## config.mk

```make
export PLATFORM = sky130hd
export DESIGN_NAME = sr_pulse_driver
export DESIGN_NICKNAME = d
export VERILOG_FILES = /design/src/rtl/sr_pkg.sv /design/src/rtl/sr_down_counter.sv /design/src/rtl/sr_pulse_driver.sv
export SDC_FILE = /design/constraint.sdc
export NUM_CORES = 1
export LEC_CHECK = 0
export BUFFER_PORTS_ARGS = -buffer_cell sky130_fd_sc_hd__buf_2
export CAP_MARGIN = 40
export CORE_AREA = 2 2 39 41
export DETAILED_ROUTE_END_ITERATION = 10
export DIE_AREA = 0 0 41 43
export PLACE_DENSITY = 0.84
export SLEW_MARGIN = 20
export SYNTH_ARGS = -nofsm -noshare
export SYNTH_HDL_FRONTEND = slang
export SYNTH_SLANG_ARGS = --single-unit
export TNS_END_PERCENT = 10
```

## constraint.sdc

```tcl
create_clock -name CLK -period 2.4 [get_ports CLK]
set_input_delay 0.48 -clock CLK [delete_from_list [all_inputs] [get_ports CLK]]
set_output_delay 0.48 -clock CLK [all_outputs]
set_load 0.03 [all_outputs]
```

## src/rtl/sr_pkg.sv

```systemverilog
// Shared types and default sizing for the SR latch pulse driver.
package sr_pkg;

    typedef enum logic [1:0] {
        IDLE   = 2'd0,
        PULSE  = 2'd1,
        SETTLE = 2'd2,
        CHECK  = 2'd3
    } sr_state_t;

    localparam int SR_PULSE_W  = 2;
    localparam int SR_SETTLE_W = 1;
    localparam int SR_CNT_W    = 4;

endpackage

```

## src/rtl/sr_down_counter.sv

```systemverilog
// Loadable down-counter with terminal-count flag; times both the pulse and
// settle windows of the SR driver. Holds at zero once it gets there.
module sr_down_counter
    import sr_pkg::*;
#(
    parameter int CNT_W = SR_CNT_W
) (
    input  logic             clk,
    input  logic             rst,
    input  logic             load,
    input  logic [CNT_W-1:0] load_val,
    input  logic             en,
    output logic             zero
);

    logic [CNT_W-1:0] count;

    // Load has priority over decrement; never wraps below zero.
    always_ff @(posedge clk or posedge rst) begin
        if (rst) begin
            count <= '0;
        end else if (load) begin
            count <= load_val;
        end else if (en && (count != '0)) begin
            count <= count - 1'b1;
        end
    end

    assign zero = (count == '0);

endmodule

```

## src/rtl/sr_pulse_driver.sv

```systemverilog
// Set/reset pulse driver for an asynchronous SR NOR latch with readback.
// Optional build macro: SR_SKIP_REDUNDANT_EN -- skip the pulse when the
// latch already holds the requested value.
//
// state  | meaning
// IDLE   | S=R=0, waiting for REQ
// PULSE  | driving S (d=1) or R (d=0) for PULSE_W cycles
// SETTLE | S=R=0 for SETTLE_W cycles before readback
// CHECK  | ACK cycle; ERR reflects readback taken on entry
module sr_pulse_driver
    import sr_pkg::*;
#(
    parameter int PULSE_W  = SR_PULSE_W,
    parameter int SETTLE_W = SR_SETTLE_W,
    parameter int CNT_W    = SR_CNT_W
) (
    input  logic CLK,
    input  logic RST,
    input  logic REQ,
    input  logic D,
    output logic S,
    output logic R,
    input  logic Q_fb,
    input  logic Q_not_fb,
    output logic BUSY,
    output logic ACK,
    output logic ERR
);

    localparam logic [CNT_W-1:0] PULSE_LOAD  = CNT_W'(PULSE_W - 1);
    localparam logic [CNT_W-1:0] SETTLE_LOAD = (SETTLE_W == 0) ? '0 : CNT_W'(SETTLE_W - 1);

    sr_state_t        state, state_nxt;
    logic             d_q, d_nxt;
    logic             s_nxt, r_nxt, busy_nxt, ack_nxt, err_nxt;
    logic             cnt_load, cnt_en, cnt_zero;
    logic [CNT_W-1:0] cnt_load_val;
    logic             fb_match;
    logic             skip_req;

    // Case equality so an unknown readback is treated as a mismatch.
    assign fb_match = (Q_fb === d_q) && (Q_not_fb === ~d_q);

`ifdef SR_SKIP_REDUNDANT_EN
    assign skip_req = (Q_fb === D) && (Q_not_fb === ~D);
`else
    assign skip_req = 1'b0;
`endif

    sr_down_counter #(.CNT_W(CNT_W)) u_cnt (
        .clk      (CLK),
        .rst      (RST),
        .load     (cnt_load),
        .load_val (cnt_load_val),
        .en       (cnt_en),
        .zero     (cnt_zero)
    );

    // Next-state and next-output decode; S and R are only ever driven as a
    // complementary pair, so they can never both be high.
    always_comb begin
        state_nxt    = state;
        d_nxt        = d_q;
        s_nxt        = 1'b0;
        r_nxt        = 1'b0;
        busy_nxt     = 1'b0;
        ack_nxt      = 1'b0;
        err_nxt      = ERR;
        cnt_load     = 1'b0;
        cnt_load_val = PULSE_LOAD;
        cnt_en       = 1'b0;
        unique case (state)
            IDLE: begin
                if (REQ) begin
                    d_nxt    = D;
                    err_nxt  = 1'b0;
                    busy_nxt = 1'b1;
                    if (skip_req) begin
                        state_nxt = CHECK;
                        ack_nxt   = 1'b1;
                    end else begin
                        state_nxt    = PULSE;
                        cnt_load     = 1'b1;
                        cnt_load_val = PULSE_LOAD;
                        s_nxt        = D;
                        r_nxt        = ~D;
                    end
                end
            end
            PULSE: begin
                busy_nxt = 1'b1;
                if (!cnt_zero) begin
                    cnt_en = 1'b1;
                    s_nxt  = d_q;
                    r_nxt  = ~d_q;
                end else if (SETTLE_W == 0) begin
                    state_nxt = CHECK;
                    ack_nxt   = 1'b1;
                    err_nxt   = ~fb_match;
                end else begin
                    state_nxt    = SETTLE;
                    cnt_load     = 1'b1;
                    cnt_load_val = SETTLE_LOAD;
                end
            end
            SETTLE: begin
                busy_nxt = 1'b1;
                if (!cnt_zero) begin
                    cnt_en = 1'b1;
                end else begin
                    state_nxt = CHECK;
                    ack_nxt   = 1'b1;
                    err_nxt   = ~fb_match;
                end
            end
            CHECK: begin
                state_nxt = IDLE;
            end
            default: begin
                state_nxt = IDLE;
            end
        endcase
    end

    // State and registered outputs; reset drops S/R immediately.
    always_ff @(posedge CLK or posedge RST) begin
        if (RST) begin
            state <= IDLE;
            d_q   <= 1'b0;
            S     <= 1'b0;
            R     <= 1'b0;
            BUSY  <= 1'b0;
            ACK   <= 1'b0;
            ERR   <= 1'b0;
        end else begin
            state <= state_nxt;
            d_q   <= d_nxt;
            S     <= s_nxt;
            R     <= r_nxt;
            BUSY  <= busy_nxt;
            ACK   <= ack_nxt;
            ERR   <= err_nxt;
        end
    end

endmodule

```

==> results.ini, run 1 <==
[run_status]
status = finished clean

[clocking]
post_cts_buffers = 0
root_buffer = clkbuf_4
clk_path_buf_depth = 2
cts_max_level = 1
cts.sinks = 12
clk_latency_ns = 0.28
cts_resized = 0
cts_hold_buf = 0
cts_buffers = 3
cts.reportedPaths.clkPinSlew_ns = 0.09
tritoncts = done

[sta]
fin_tns_setup_ns = 0
worst_pin_slew_ns = 0.4664
clock.fmax_mhz = 594.6
slew_headroom_pct = 68.77
period_share_pct = 70.08
finClkSkew_ns = 0.009943
rsz0062_at_grt = false
drv_slew = 0
fin_crit_ns = 1.682
finalSetupViolations = 0
finalHoldViolations = 0
whs_ns = 0.1791

[place]
place_congestion = 0.8361
dp_hpwl_mm = 1.099
place_inst = 94
portBuffers = 10

[synthesis]
syn_area_um2 = 690.7
async_flop_share_pct = 100.0
ys_warn_count = 0
ys_ff_latch = 12
synth_top_area_share_pct = 43.48
synth_most_common_cell = dfrtp_1
syn_nets = 82
synth_top_cell_by_area = dfrtp_1
synth_common_cells = 12 x dfrtp_1, 9 x nand2_1, 7 x ha_1, 6 x inv_1
synth_edf_count = 0
ys_top_cells_by_area = dfrtp_1 43%, ha_1 13%, nand2_1 4.9%
syn_inst = 69
yosys_most_used_dff = dfrtp_1
synth_area_per_cell_um2 = 10.01
yosysSeqAreaShare_pct = 43.48
synth.distinct_cells = 29

[floorplan]
start_util_pct = 49.91
dieArea_mm2 = 0.001763
die_h_um = 43
io_pins = 11
core-area_mm2 = 0.001384
die_w_um = 41
rows = 14

[global_route]
antenna_found_initial = 0
grt_max_degree = 13
grt_pass1_wl_mm = 2.601
gr-total-overflow = 0
track_usage_pct = 22.05
first_global_vias = 568

[setup_path]
crit_fanout = 5
rrSetupSlack_ns = 0.72
start_kind = register
slowest_stage = or3b_1
r2r_start = u_cnt.count[0]
critPathBufInv = 1
reg2reg_depth = 5
worstSetupPathType = register to register
critPathRequiredTime_ns = 2.56
r2r-end = ERR
cpPeakStageDelay_ns = 0.48
cpLargestDelayFamily = simple AND/OR/NAND/NOR gates
cp.arrival_ns = 1.84
crit_chain = inv_1 -> ha_1 -> or3b_1 -> a221oi_2 -> o211ai_1
endpoint_kind = register

[routing]
drt_iter0_markers = 11
drtAntennaViolNets = 0
vias = 572
viasPerCell = 5.837
drc = 0
wl_per_cell_um = 14.82
firstDrtPassIters = 4
drt_wl_total_mm = 1.452

[layout]
fill_cells = 132
area_growth_pct = 14.67
regArea_um2 = 300.3
num_antenna_cells = 0
layout-drive-gt1-share_pct = 20.73
fin_cells = 98
multiInputGateArea_um2 = 362.8
nNetsFinal = 96

[pwr]
p_total_mw = 1.191
p_leak_nw = 0.4014
p_per_area_mw_per_mm2 = 1504
ir_drop_mv = 0.6386

[min_path]
hold_path.class = primary input to asynchronous set/reset pin

[run]
drv_cap = 0

==> metal layers <==
layer  up-vias  track usage [%]  routed length (um)
met4         0            12.00                  51
met2        30            32.81                 686
met5         -                0                   0
met1       268            29.10                 615
li1        267                -                   -
met3         7            3.665                  99
==> cells in the final DEF, fill, tap and decap left out, drive strengths merged, types with 2 or more instances in the layout <==
master / count
inv: 6
mux2i: 3
nand2: 9
ha: 7
a21oi: 2
nor2b: 2
dfrtp: 12
nor2: 3
nand3: 3
and2: 3
clkbuf: 4
nor3b: 2
buf: 10
or3b: 2
==> registers in the layout (all words and copies together), names as in the netlist <==
register,flops
ACK,1
BUSY,1
ERR,1
R,1
S,1
d_q,1
state,2
u_cnt.count,4
==> power breakdown <==
| group | switching [mW] | internal (mW) | leakage [nW] |
|---|---|---|---|
| combinational | 0.395 | 0.262 | 0.229 |
| clock | 0.0745 | 0.0924 | 0.0210 |
| sequential | 0.0726 | 0.295 | 0.151 |
==> worst register-to-register path, stage by stage, from the launching register on <==
cell      delay (ns)
dfrtp_1         0.40
inv_1           0.11
ha_1            0.19
or3b_1          0.48
a221oi_2        0.27
o211ai_1        0.12
==> per-stage QoR <==
stage | worst slack, ns | utilization, % | area, um^2
after global routing | 0.5998 | 57.23 | 792.0
final | 0.7181 | 57.23 | 792.0
after CTS | 0.7163 | 57.23 | 792.0
after floorplan | 0.8787 | - | 690.7
after detailed placement | 0.7350 | 54.61 | 755.7
after global placement | 0.8188 | 54.61 | 755.7
==> final cells by class <==
type / instances / share of cell area, %
clock buffer: 4 / 4.581
inverter: 6 / 2.844
tap: 16 / 2.528
timing repair buffer: 10 / 6.319
sequential: 12 / 37.91
multi-input combinational: 50 / 45.81
==> logic make-up after synthesis <==
| kind of cell | Yosys count | synth area share, % |
|---|---|---|
| fa+ha+maj | 7 | 12.68 |
| simple gates | 30 | 24.46 |
| buf+inv | 7 | 3.985 |
| compound gates | 10 | 11.05 |
| mux | 3 | 4.348 |
| flops | 12 | 43.48 |
==> worst max path at each step <==
stage / depth (start not counted) / slack (ns) / endpoint / startpoint
2_1_floorplan: 6 / 0.88 / u_cnt.count[1] / u_cnt.count[0]
3_3_place_gp: 5 / 0.82 / u_cnt.count[3] / state[0]
3_5_place_dp: 5 / 0.73 / ERR / u_cnt.count[0]
4_1_cts: 5 / 0.72 / ERR / u_cnt.count[0]
5_1_grt: 5 / 0.60 / ERR / u_cnt.count[0]
6_report: 5 / 0.72 / ERR / u_cnt.count[0]
Note: power is estimated with default switching activity, not from simulation.
==> run 2, diff against run 1 <==
Settings changed: CORE_AREA 2 2 39 41 to not set, CORE_UTILIZATION set to 53, DIE_AREA 0 0 41 43 to not set, PLACE_DENSITY 0.84 to 0.85.
Clock period 2.4 ns to 1.7 ns, I/O delays scaled along.
==> run 2 against run 1 <==
Effect of this change:
- via count down 2.1%
- global-route usage is 0.58 points higher
- sequential power rose by 42%
- critical path depth unchanged
- fmax up 4.3%
- largest cell class unchanged
- clock power increased by 38%
- combinational power grew 50%
- final cell count stayed put
- clock skew shrank 0.0063 ns
- critical endpoint unchanged
- non-clock buffer count up 2
- register-to-register slack got worse by 0.63 ns
- power increased by 46%
- critical path type unchanged
==> results.ini, run 2 (synthesis gave the netlist of run 1 again) <==
[routing]
drt_wl_total_mm = 1.320
wl_per_cell_um = 13.47
firstDrtPassIters = 4
drtAntennaViolNets = 0
drc = 0
drt_iter0_markers = 10
vias = 560
viasPerCell = 5.714

[setup_path]
cpPeakStageDelay_ns = 0.42
start_kind = register
endpoint_kind = register
slowest_stage = or3b_4
crit_chain = inv_1 -> ha_2 -> or3b_4 -> a221oi_2 -> o211ai_1
cp.arrival_ns = 1.76
worstSetupPathType = register to register
critPathRequiredTime_ns = 1.84
crit_fanout = 5

[layout]
layout-drive-gt1-share_pct = 26.19
nNetsFinal = 98
largestRegisters = u_cnt.count (4), state (2)
largest-register = u_cnt.count
num_antenna_cells = 0
area_growth_pct = 18.12
mostFrequentLayoutCells = 12 x dfrtp_1, 10 x buf_2, 9 x nand2_1
fill_cells = 75
final_common_cell = dfrtp_1
largest_reg_flops = 4
stdcell_area_um2 = 815.8

[clocking]
cts.reportedPaths.clkPinSlew_ns = 0.08
post_cts_buffers = 0
clk_latency_ns = 0.27
clk_path_buf_depth = 2
cts_buffers = 3
root_buffer = clkbuf_4
cts_max_level = 1
cts.sinks = 12
tritoncts = done
cts_hold_buf = 0

[floorplan]
die_w_um = 38.10
dieArea_mm2 = 0.001452
start_util_pct = 59.74
io_pins = 11
core-area_mm2 = 0.001156
die_h_um = 38.10
rows = 12

[global_route]
grt_busiest_layer = met2
grt_max_degree = 13
first_global_vias = 502
use_met1_pct = 28.41
track_usage_pct = 22.64
antenna_found_initial = 0
gr-total-overflow = 0
grt_pass1_wl_mm = 2.180
gr-usage-met3_pct = 3.488
met2_usage_pct = 37.71

[sta]
clock.fmax_mhz = 620.4
finClkSkew_ns = 0.003629
finalSetupViolations = 0
fin_tns_setup_ns = 0
period_share_pct = 94.82
timing.final.ws_setup_ns = 0.08805
slew_headroom_pct = 69.48
worst_pin_slew_ns = 0.4573
fin_crit_ns = 1.612
rsz0062_at_grt = false
drv_slew = 0
finalHoldViolations = 0

[place]
dp_hpwl_um = 990.4
place_congestion = 0.8292
portBuffers = 10
dp_slack_ns = 0.05167
dpl_cell_area_um2 = 768.2

[pwr]
p_per_area_mw_per_mm2 = 2130
p_leak_nw = 0.4108
ir_drop_mv = 1.228

[run_status]
status = finished clean

[run]
drv_cap = 0

[min_path]
hold_path.class = primary input to asynchronous set/reset pin

==> run 2: power breakdown <==
| part | switching (mW) | internal (mW) |
|---|---|---|
| Combinational | 0.551 | 0.434 |
| Sequential | 0.105 | 0.417 |
| Clock | 0.101 | 0.130 |
==> run 2: worst paths after layout <==
path                                start             end  slack, ns  cells after the start
max                        u_cnt.count[1]             ERR       0.09                      5
min                                   RST             ACK       0.06                      2
max reg2reg                u_cnt.count[1]             ERR       0.09                      5
min reg2reg                u_cnt.count[1]  u_cnt.count[1]       0.55                      1
max in group asynchronous             RST             d_q       1.33                      2
min in group CLK                        D               R       0.26                      2
==> run 2: what timing repair did <==
item | 4_1_cts | 5_1_grt
setup endpoints to repair | 0 | 3
gates resized for setup | 0 | 4
hold endpoints to repair | 0 | 0
==> run 2: layer usage <==
metal | vias to the layer above | routed length [um]
li1 | 273 | -
met1 | 270 | 593
met2 | 15 | 651
met3 | 2 | 60
met4 | 0 | 14
met5 | - | 0
==> run 2: through the flow <==
| step | power (mW) | std cells | utilization [%] | hold slack [ns] |
|---|---|---|---|---|
| after floorplan | 1.217 | 69 | - | 0.2047 |
| after global placement | 1.434 | 94 | 66.45 | 0.3625 |
| after detailed placement | 1.471 | 94 | 66.45 | 0.3709 |
| after CTS | 1.704 | 98 | 69.59 | 0.07692 |
| after global routing | 1.882 | 98 | 70.56 | 0.1201 |
| final | 1.738 | 98 | 70.56 | 0.05771 |
==> run 2: cell type report <==
| type | instances | area, um^2 | area share [%] |
|---|---|---|---|
| inverter | 6 | 22.52 | 2.761 |
| multi-input combinational | 50 | 374.1 | 45.86 |
| sequential | 12 | 300.3 | 36.81 |
| clock buffer | 4 | 36.28 | 4.448 |
| timing repair buffer | 12 | 65.06 | 7.975 |
| tap | 14 | 17.52 | 2.147 |
==> run 2: critical path: cells and delay by family (launching register included) <==
| family | cells | cell delay, ns |
|---|---|---|
| simple gates | 1 | 0.42 |
| flops | 1 | 0.41 |
| compound gates | 2 | 0.36 |
| fa+ha+maj | 1 | 0.19 |
| buf+inv | 1 | 0.09 |
==> run 3, diff against run 2 <==
Settings changed: ABC_AREA set to 1.
==> run 3 against run 2 <==
Effect of this change:
- global-route usage is 3.2 points higher
- synthesized cell count up 26%
- sequential cell count is the same
- fmax rose by 14%
- combinational power increased by 13%
==> results.ini, run 3 <==
[run_status]
status = finished clean

[pwr]
p_per_area_mw_per_mm2 = 2243
ir_drop_mv = 1.471
p_total_mw = 1.847
p_leak_nw = 0.4626

[synthesis]
syn_area_um2 = 719.4
async_flop_share_pct = 100.0
synth_top_cell_by_area = dfrtp_1
syn_inst = 87
synth_most_common_cell = nand2_1
synth_common_cells = 20 x nand2_1, 12 x dfrtp_1, 11 x inv_1, 8 x nor2_1
ys_warn_count = 0
yosysSeqAreaShare_pct = 41.74
yosys_most_used_dff = dfrtp_1
synth_top_area_share_pct = 41.74
ys_top_cells_by_area = dfrtp_1 42%, ha_1 12%, nand2_1 10%
synth.distinct_cells = 19
syn_nets = 100
synth_edf_count = 0
ys_ff_latch = 12
synth_area_per_cell_um2 = 8.269

[sta]
finClkSkew_ns = 0.005603
worst_pin_slew_ns = 0.4636
period_share_pct = 83.10
finalHoldViolations = 0
rsz0062_at_grt = false
clock.fmax_mhz = 707.8
fin_tns_setup_ns = 0
finalSetupViolations = 0
slew_headroom_pct = 69.06
timing.final.ws_setup_ns = 0.2872
fin_crit_ns = 1.413
drv_slew = 0

[routing]
vias = 625
wl_per_cell_um = 13.14
drt_wl_total_mm = 1.511
drc = 0
viasPerCell = 5.435
wl_met1_um = 616
dr_wl_met3_um = 105
routed.top_layer = met4
drt_iter0_markers = 60
drtAntennaViolNets = 0
met2WireLength_um = 775
firstDrtPassIters = 4

[clocking]
cts_resized = 0
cts_max_level = 1
root_buffer = clkbuf_4
clk_latency_ns = 0.27
post_cts_buffers = 0
cts.reportedPaths.clkPinSlew_ns = 0.08
cts_hold_buf = 0
clk_path_buf_depth = 2
cts.sinks = 12
tritoncts = done
cts_buffers = 3

[setup_path]
rrSetupSlack_ns = 0.29
r2r_start = state[0]
cpPeakStageDelay_ns = 0.48
cpLargestDelayFamily = adder cells
critPathBufInv = 1
slowest_stage = ha_1
startpoint = state[0]
r2r-end = u_cnt.count[2]
path_common_cell = nand2_1
endpoint_kind = register
crit_fanout = 7
critPathRequiredTime_ns = 1.90
cp.arrival_ns = 1.61
path_depth = 6
reg2reg_depth = 6
worstSetupPathType = register to register
start_kind = register
crit_path_end = u_cnt.count[2]
crit_chain = inv_1 -> ha_1 -> nand3_1 -> nand2_1 -> nand2_1 -> nor2_1

[layout]
mostFrequentLayoutCells = 20 x nand2_1, 12 x dfrtp_1, 11 x inv_1
layout-drive-gt1-share_pct = 25.74
nNetsFinal = 115
regArea_um2 = 300.3
num_antenna_cells = 0
fill_cells = 90
largest-register = u_cnt.count
largest_reg_flops = 4
multiInputGateArea_um2 = 366.6
largestRegisters = u_cnt.count (4), state (2)
area_growth_pct = 14.43
final_common_cell = nand2_1

[min_path]
hold_path.class = primary input to asynchronous set/reset pin

[run]
drv_cap = 0

[global_route]
grt_pass1_wl_mm = 2.539
first_global_vias = 583
gr-total-overflow = 0
antenna_found_initial = 0
grt_max_degree = 13
track_usage_pct = 25.79

[floorplan]
rows = 12
start_util_pct = 60.65
die_h_um = 38.85
core-area_mm2 = 0.001186
io_pins = 11
die_w_um = 38.85
dieArea_mm2 = 0.001509

[place]
dp_hpwl_mm = 1.063
place_congestion = 0.8900
dp_slack_ns = 0.3394
portBuffers = 10

## run 3: cell count changes after synthesis, moves of 4 or more
cell	change
inv_1	+5
nand2_1	+11
nor2_1	+5
nand3_1	+4
## run 3: where the power goes
part | leakage (nW) | internal, mW | switching (mW)
Clock | 0.0210 | 0.130 | 0.100
Sequential | 0.152 | 0.419 | 0.0890
Combinational | 0.290 | 0.384 | 0.725
Total | 0.463 | 0.933 | 0.914
## run 3: worst min path at each step
stage / start / endpoint / slack, ns / depth (start not counted)
CTS: RST / d_q / 0.07 / 2
floorplan: RST / ACK / 0.20 / 1
global route: RST / R / 0.11 / 2
finish: RST / R / 0.06 / 2
detailed placement: RST / S / 0.37 / 2
global placement: RST / u_cnt.count[3] / 0.36 / 2
## run 3: layout make-up
| type | instances | share of cell area [%] |
|---|---|---|
| multi-input combinational | 61 | 44.53 |
| sequential | 12 | 36.47 |
| inverter | 14 | 6.383 |
| timing repair buffer | 10 | 6.079 |
| clock buffer | 4 | 4.407 |
| tap | 14 | 2.128 |
## run 3: logic make-up (layout without fill, tap and decap cells)
group / after synthesis / after routing / share of synthesized area [%]
buf+inv: 14 / 28 / 7.304
fa+ha+maj: 7 / 7 / 12.17
compound gates: 6 / 6 / 5.392
flops: 12 / 12 / 41.74
simple gates: 48 / 48 / 33.39
## run 3: metrics by stage
stage / hold slack, ns / util [%] / std cells / instance area [um^2]
after floorplan: 0.2047 / - / 87 / 719.4
after global placement: 0.3603 / 66.35 / 111 / 787.0
after detailed placement: 0.3717 / 66.35 / 111 / 787.0
after CTS: 0.06734 / 69.41 / 115 / 823.3
after global routing: 0.1091 / 69.41 / 115 / 823.3
final: 0.06028 / 69.41 / 115 / 823.3
## run 3: per-layer routing
metal / track usage (%) / up-vias
li1: - / 304
met1: 30.40 / 288
met2: 45.00 / 29
met3: 5.202 / 4
met4: 10.34 / 0
met5: 0 / -
